File: src/rtl/trap_sequencer.sv
// Machine-mode trap/MRET sequencer for the 3-stage RV32 pipeline: kills the execute-stage
// instruction, streams mepc/mcause/mstatus through the single CSR write port, then redirects the PC.
module trap_sequencer #(
   parameter int unsigned XLEN         = 32,
   parameter logic [11:0] MSTATUS_ADDR = 12'h300,
   parameter logic [11:0] MEPC_ADDR    = 12'h341,
   parameter logic [11:0] MCAUSE_ADDR  = 12'h342
) (
   input  logic            clk,
   input  logic            rst,
   input  logic            irq_ext,
   input  logic            irq_timer,
   input  logic [XLEN-1:0] mstatus_in,
   input  logic [XLEN-1:0] mie_in,
   input  logic [XLEN-1:0] mtvec_in,
   input  logic [XLEN-1:0] mepc_in,
   input  logic            ex_valid,
   input  logic [XLEN-1:0] ex_pc,
   input  logic            ex_is_mret,
   output logic            flush_ex,
   output logic            stall_if,
   output logic            csr_we,
   output logic [11:0]     csr_waddr,
   output logic [XLEN-1:0] csr_wdata,
   output logic            pc_redirect_valid,
   output logic [XLEN-1:0] pc_redirect,
   output logic            irq_ack,
   output logic            busy
);

   typedef enum logic [2:0] {
      ST_IDLE           = 3'd0,
      ST_SAVE_EPC       = 3'd1,
      ST_SAVE_CAUSE     = 3'd2,
      ST_SAVE_STATUS    = 3'd3,
      ST_TRAP_JUMP      = 3'd4,
      ST_RESTORE_STATUS = 3'd5,
      ST_RET_JUMP       = 3'd6
   } state_e;

   localparam logic [XLEN-1:0] CAUSE_EXT = {1'b1, (XLEN-1)'(4'd11)};
   localparam logic [XLEN-1:0] CAUSE_TMR = {1'b1, (XLEN-1)'(4'd7)};
   localparam logic [XLEN-1:0] EPC_MASK  = {{(XLEN-2){1'b1}}, 2'b00};

   state_e          state_q, state_d;
   logic [XLEN-1:0] epc_q, epc_d;
   logic [XLEN-1:0] cause_q, cause_d;
   logic [XLEN-1:0] status_q, status_d;
   logic [XLEN-1:0] target_q, target_d;

   logic            ext_en_s;
   logic            tmr_en_s;
   logic            take_s;
   logic [XLEN-1:0] base_pc_s;
   logic [XLEN-1:0] vec_pc_s;
   logic            unused_mie_s;

   assign ext_en_s  = irq_ext & mie_in[11];
   assign tmr_en_s  = irq_timer & mie_in[7];
   assign take_s    = ex_valid & mstatus_in[3] & (ext_en_s | tmr_en_s);
   assign base_pc_s = {mtvec_in[XLEN-1:2], 2'b00};
   // 4*cause[30:0] truncated to XLEN bits is cause[XLEN-3:0] shifted left by two.
   assign vec_pc_s  = base_pc_s + {cause_q[XLEN-3:0], 2'b00};
   assign unused_mie_s = ^{mie_in[XLEN-1:12], mie_in[10:8], mie_in[6:0]};

   // State and latched trap context; a synchronous reset abandons any sequence in flight.
   always_ff @(posedge clk) begin
      if (rst) begin
         state_q  <= ST_IDLE;
         epc_q    <= {XLEN{1'b0}};
         cause_q  <= {XLEN{1'b0}};
         status_q <= {XLEN{1'b0}};
         target_q <= {XLEN{1'b0}};
      end else begin
         state_q  <= state_d;
         epc_q    <= epc_d;
         cause_q  <= cause_d;
         status_q <= status_d;
         target_q <= target_d;
      end
   end

   // Next-state and context capture; an interrupt beats an MRET in the same cycle.
   always_comb begin
      state_d  = state_q;
      epc_d    = epc_q;
      cause_d  = cause_q;
      status_d = status_q;
      target_d = target_q;
      case (state_q)
         ST_IDLE: begin
            if (take_s) begin
               state_d     = ST_SAVE_EPC;
               epc_d       = ex_pc & EPC_MASK;
               cause_d     = ext_en_s ? CAUSE_EXT : CAUSE_TMR;
               status_d    = mstatus_in;
               status_d[7] = mstatus_in[3];
               status_d[3] = 1'b0;
            end else if (ex_valid && ex_is_mret) begin
               state_d     = ST_RESTORE_STATUS;
               status_d    = mstatus_in;
               status_d[3] = mstatus_in[7];
               status_d[7] = 1'b1;
               target_d    = mepc_in;
            end else begin
               state_d = ST_IDLE;
            end
         end
         ST_SAVE_EPC:       state_d = ST_SAVE_CAUSE;
         ST_SAVE_CAUSE:     state_d = ST_SAVE_STATUS;
         ST_SAVE_STATUS:    state_d = ST_TRAP_JUMP;
         ST_TRAP_JUMP:      state_d = ST_IDLE;
         ST_RESTORE_STATUS: state_d = ST_RET_JUMP;
         ST_RET_JUMP:       state_d = ST_IDLE;
         default:           state_d = ST_IDLE;
      endcase
   end

   // Output decode; a cycle with rst high forces every output low.
   always_comb begin
      flush_ex          = 1'b0;
      stall_if          = 1'b0;
      csr_we            = 1'b0;
      csr_waddr         = 12'h000;
      csr_wdata         = {XLEN{1'b0}};
      pc_redirect_valid = 1'b0;
      pc_redirect       = {XLEN{1'b0}};
      irq_ack           = 1'b0;
      busy              = 1'b0;
      if (rst) begin
         busy = 1'b0;
      end else begin
         stall_if = (state_q != ST_IDLE);
         busy     = (state_q != ST_IDLE);
         case (state_q)
            ST_IDLE: flush_ex = take_s;
            ST_SAVE_EPC: begin
               csr_we    = 1'b1;
               csr_waddr = MEPC_ADDR;
               csr_wdata = epc_q;
            end
            ST_SAVE_CAUSE: begin
               csr_we    = 1'b1;
               csr_waddr = MCAUSE_ADDR;
               csr_wdata = cause_q;
            end
            ST_SAVE_STATUS: begin
               csr_we    = 1'b1;
               csr_waddr = MSTATUS_ADDR;
               csr_wdata = status_q;
            end
            ST_TRAP_JUMP: begin
               pc_redirect_valid = 1'b1;
               irq_ack           = 1'b1;
               pc_redirect       = (mtvec_in[1:0] == 2'b01) ? vec_pc_s : base_pc_s;
            end
            ST_RESTORE_STATUS: begin
               csr_we    = 1'b1;
               csr_waddr = MSTATUS_ADDR;
               csr_wdata = status_q;
            end
            ST_RET_JUMP: begin
               pc_redirect_valid = 1'b1;
               pc_redirect       = target_q;
            end
            default: flush_ex = 1'b0;
         endcase
      end
   end

endmodule
File: config.mk
export PLATFORM = sky130hd
export DESIGN_NAME = trap_sequencer
export DESIGN_NICKNAME = d
export VERILOG_FILES = /design/src/rtl/trap_sequencer.sv
export SDC_FILE = /design/constraint.sdc
export NUM_CORES = 1
export LEC_CHECK = 0
export BUFFER_PORTS_ARGS = -buffer_cell sky130_fd_sc_hd__buf_2
export CAP_MARGIN = 20
export CORE_ASPECT_RATIO = 1.5
export CORE_UTILIZATION = 42
export DETAILED_ROUTE_END_ITERATION = 6
export PLACE_DENSITY = 0.76
export SYNTH_ARGS = -nofsm -noshare
export SYNTH_HDL_FRONTEND = slang
export SYNTH_SLANG_ARGS = --single-unit
export TNS_END_PERCENT = 30
File: constraint.sdc
create_clock -name clk -period 2.15 [get_ports clk]
set_clock_uncertainty 0.2 [all_clocks]
set_input_delay 0.1075 -clock clk [delete_from_list [all_inputs] [get_ports clk]]
set_output_delay 0.1075 -clock clk [all_outputs]
set_load 0.05 [all_outputs]
==> results.md <==
Power:
- The cell leakage power is 0.00365 uW.
- The cell internal power dissipation is 3610 uW.
- The cell area power density is 591 nW/um^2.
- The clock share of power is about a third.
- The net switching power is about 1600 uW.
- The switching part of the total is between 30% and 40%.
- VDD sags by at most 483 uV.
- Registers are responsible for 39.0% of the overall power.
- The share of total power dissipated in combinational logic is between 20% and 30%.
- Overall power consumption after layout is estimated at about 5300 uW.

STA:
- The worst path uses 126% of the clock period.
- The timing-limited maximum frequency is 369 MHz.
- The minimum period implied by the final worst setup slack is around 2.7 ns.
- Measured against its own limit, the worst slew margin works out to 61.3%.
- Setup repair after global routing could not meet its margin everywhere.
- The number of endpoints failing setup at the final stage is 29.
- The setup TNS is -12.35 ns.
- Once routing completed, OpenROAD measured the worst setup slack at -0.560 ns.
- The final number of max-transition violations was 0.
- For the pin with the worst max-slew slack, the measured transition is 0.580 ns.
- The hold violation total from the final report was 0.

Worst setup path:
- For flop-to-flop paths, the worst setup slack is 0.23 ns.
- For this design, the slowest cell found on the critical path is dfxtp_4.
- The endpoint required time on the critical path is between 1.5 and 2 ns.
- The launching element type of the critical path is a register.
- Along the worst path, the maximum fanout reaches 5.
- At the worst endpoint, the arrival time is 2.40 ns.
- Walking the worst path, the cells encountered are ha_4 -> fa_2 -> a211oi_4 -> or2_4 -> nor4_2 -> xnor2_1 -> a21oi_4 -> buf_6.
- On the worst path, the slowest cell contributes a delay of 0.37 ns.
- STA classifies the critical path endpoint as a primary output.
- The setup path with the least slack is of type reg -> out.

CTS:
- The clock tree from TritonCTS is yes.
- CTS built an H-tree with a depth of 3.
- Clock latency on the worst-skew pair, taken at its later pin, is 0.33 ns.
- In this run, CTS created clock tree buffers numbering 9.
- The clock-pin transition on the worst setup and hold timing paths is approximately 0.08 ns.
- The maximum number of buffers from clock root to sink is 2.
- The sink count of the clock tree is 100.
- The master cell of the clock root buffer is clkbuf_16.

Synthesis:
- Sequential cells were found to cover about two fifths of the synthesized design area.
- Counting flops and latches in the post-synthesis netlist gives 100.
- The most used flip-flop cell after synthesis is dfxtp_1.
- The fraction of registers with async set/reset is 0%.
- The count of flip-flops with a built-in enable after synthesis is 0.
- The number of warnings reported in the yosys synthesis log is 0.
- The netlist uses 47 different library cells.
- Synthesis handed over a netlist of 722 instances.
- The total standard cell area after synthesis is 5250 sq um.
- In this run the mean area of a mapped cell was 7.27 sq um.

Flow run:
- Across the run, the number of max-cap violations was 0.

Run status:
- The flow ran to the end, but the final reports show violations.
- The checks that failed: negative setup slack.

Place:
- The count of buffers from port buffering is 208.
- At the end of routability-driven placement, the weighted congestion stood at 0.825.
- The post-placement cell count is 1064.
- Once detailed placement completed, the half-perimeter wirelength came to 11700 um.
- The pre-CTS setup slack is -0.277 ns.

Route:
- The average routed wire per standard cell is 16.9 um.
- The iteration count of the initial detailed-routing pass is 7.
- The final layout contains routed wiring with a total length of 20000 um.
- In the routed design, unresolved DRC markers number 0.
- Once detail routing completed, the nets flagged for antenna violations numbered 0.
- The via density per instance is 5.49.
- The number of DRC markers after the initial detailed-route iteration is 363.
- The routed layout has 6495 vias.

Floorplan:
- After floorplanning, the core was sized to cover 12100 sq um.
- For this configuration, the core starts out at a cell density of 43.5%.
- The placement row count is between 40 and 50.
- The die area is about 13000 sq um.
- The die is 93.3 um wide.
- In this run the vertical extent of the chip is 139 um.
- The number of primary I/O pins is 248.

Layout:
- The area added between synthesis and finish is 69.2%.
- The ratio of cells with drive above 1 in the final layout is 34.9%.
- The repair_antennas step left the layout with diodes totalling 0.
- After the flow finishes, the layout carries non-filler instances totaling around 1200.
- The number of nets at the end of the flow is 1196.

Worst hold path:
- The class of the worst hold path is in -> reg.

Global routing:
- The number of global-route vias before repair is between 6000 and 7000.
- For this run, global-route usage on met3 was measured as approximately 4.6%.
- The residual overflow from global routing is 0.
- The maximum number of pins on one net before global-route repair is 53.
- The first-pass GRT wire length is 31000 um.
- For this run, the total global-route usage over all layers was measured as 30.0%.
- The fraction of met1 tracks used by global routing is 31.3%.
- The layer flagged by global routing as most heavily used is met2.
- The number of antenna violations at the first check in global routing is 0.
- The met2 usage is 55.8%.
-- cells in the final DEF (no fill, tap or decap), drive strengths merged, types with 4 or more instances in the layout --
cell type / n
clkbuf: 15
dfxtp: 100
dlygate4sd3: 95
nor3: 10
a21o: 4
nor2: 55
inv: 8
ha: 4
o21ai: 26
nand2: 197
buf: 251
and3: 6
conb: 7
nand3: 7
a211oi: 4
xor2: 7
a22oi: 32
or2: 4
a21oi: 126
nor4b: 4
nand2b: 4
mux2i: 4
and2: 4
nand4: 4
nor4: 8
xnor2: 22
-- Yosys cell counts, types with 4 or more instances --
| cell | count | area, sq um |
|---|---|---|
| nand2_1 | 197 | 739 |
| a21oi_1 | 126 | 631 |
| dfxtp_1 | 100 | 2000 |
| nor2_1 | 54 | 203 |
| clkbuf_1 | 37 | 139 |
| a22oi_1 | 32 | 240 |
| o21ai_0 | 25 | 125 |
| xnor2_1 | 22 | 193 |
| buf_2 | 17 | 85.1 |
| buf_4 | 11 | 82.6 |
| nor3_1 | 10 | 50.1 |
| xor2_1 | 7 | 61.3 |
| and3_1 | 6 | 37.5 |
| inv_1 | 6 | 22.5 |
| nand3_1 | 6 | 30.0 |
| a211oi_1 | 4 | 30.0 |
| a21o_1 | 4 | 30.0 |
| and2_1 | 4 | 25.0 |
| ha_1 | 4 | 50.1 |
| mux2i_1 | 4 | 40.0 |
| nand2b_1 | 4 | 25.0 |
| nor4_1 | 4 | 25.0 |
-- power by group through the flow --
stage / registers (uW) / clock network, uW / logic [uW]
3_3_place_gp: 2080 / 0 / 1170
5_1_grt: 2060 / 1860 / 1530
3_5_place_dp: 2080 / 0 / 1180
6_report: 2050 / 1770 / 1430
2_1_floorplan: 2060 / 0 / 785
4_1_cts: 2040 / 1790 / 1370
-- kinds of logic after synthesis --
group	count (synthesis)	synth area share, %
AO/OA/AOI/OAI	200	21.5
buffers and inverters	72	6.48
AND/OR/NAND/NOR	311	26.9
XOR/XNOR	29	4.84
flip-flops	100	38.1
multiplexers	4	0.763
adder cells (fa/ha/maj)	5	1.33
other	1	0.0714
-- registers in the layout (all words and copies together) (netlist names) --
name / cells
epc_q: 30
state_q: 3
target_q: 32
status_q: 32
cause_q: 3
-- metal layers --
layer	part of all wire [%]	wire length (um)
met1	35	7020
met2	54	10900
met4	4.5	903
met5	0	0
met3	6.3	1260
-- per-stage QoR --
| step | area [sq um] | utilization (%) | hold WS [ns] |
|---|---|---|---|
| after floorplan | 5700 | - | 0.0163 |
| after global placement | 7040 | 58.3 | 0.144 |
| after detailed placement | 7040 | 58.3 | 0.152 |
| after CTS | 8650 | 71.6 | 0.0249 |
| after global routing | 8880 | 73.5 | 0.0355 |
| final | 8880 | 73.5 | 0.0144 |
-- layout make-up --
cell class,instances,area (sq um)
clock inverter,5,82.6
clock buffer,10,239
sequential,100,2020
fill,855,3200
tap,153,191
inverter,6,22.5
multi-input combinational,557,3510
timing repair buffer,351,2820
-- critical path, delay by kind of cell, from the launching register on --
family          cells  cell delay, ns
xor+xnor            1            0.27
buf+inv             1            0.16
simple gates        2            0.33
compound gates      2            0.39
flops               1            0.37
fa+ha+maj           2            0.52
-- repair_timing --
action | in CTS | in global routing
buffers inserted | 1 | 5
hold endpoints to repair | 95 | 0
cloned | 1 | 1
pin swaps | 12 | 14
hold buffers | 95 | 0
setup endpoints to repair | 65 | 68
gates resized for setup | 96 | 46
-- final timing paths --
| check | from | end | depth (start not counted) |
|---|---|---|---|
| worst min-delay path | rst | cause_q[1] | 3 |
| worst min register to register | target_q[22] | target_q[22] | 2 |
| worst max-delay path | cause_q[1] | pc_redirect[24] | 8 |
| worst max register to register | state_q[2] | target_q[18] | 6 |
Power figures use the tool's default switching activity.
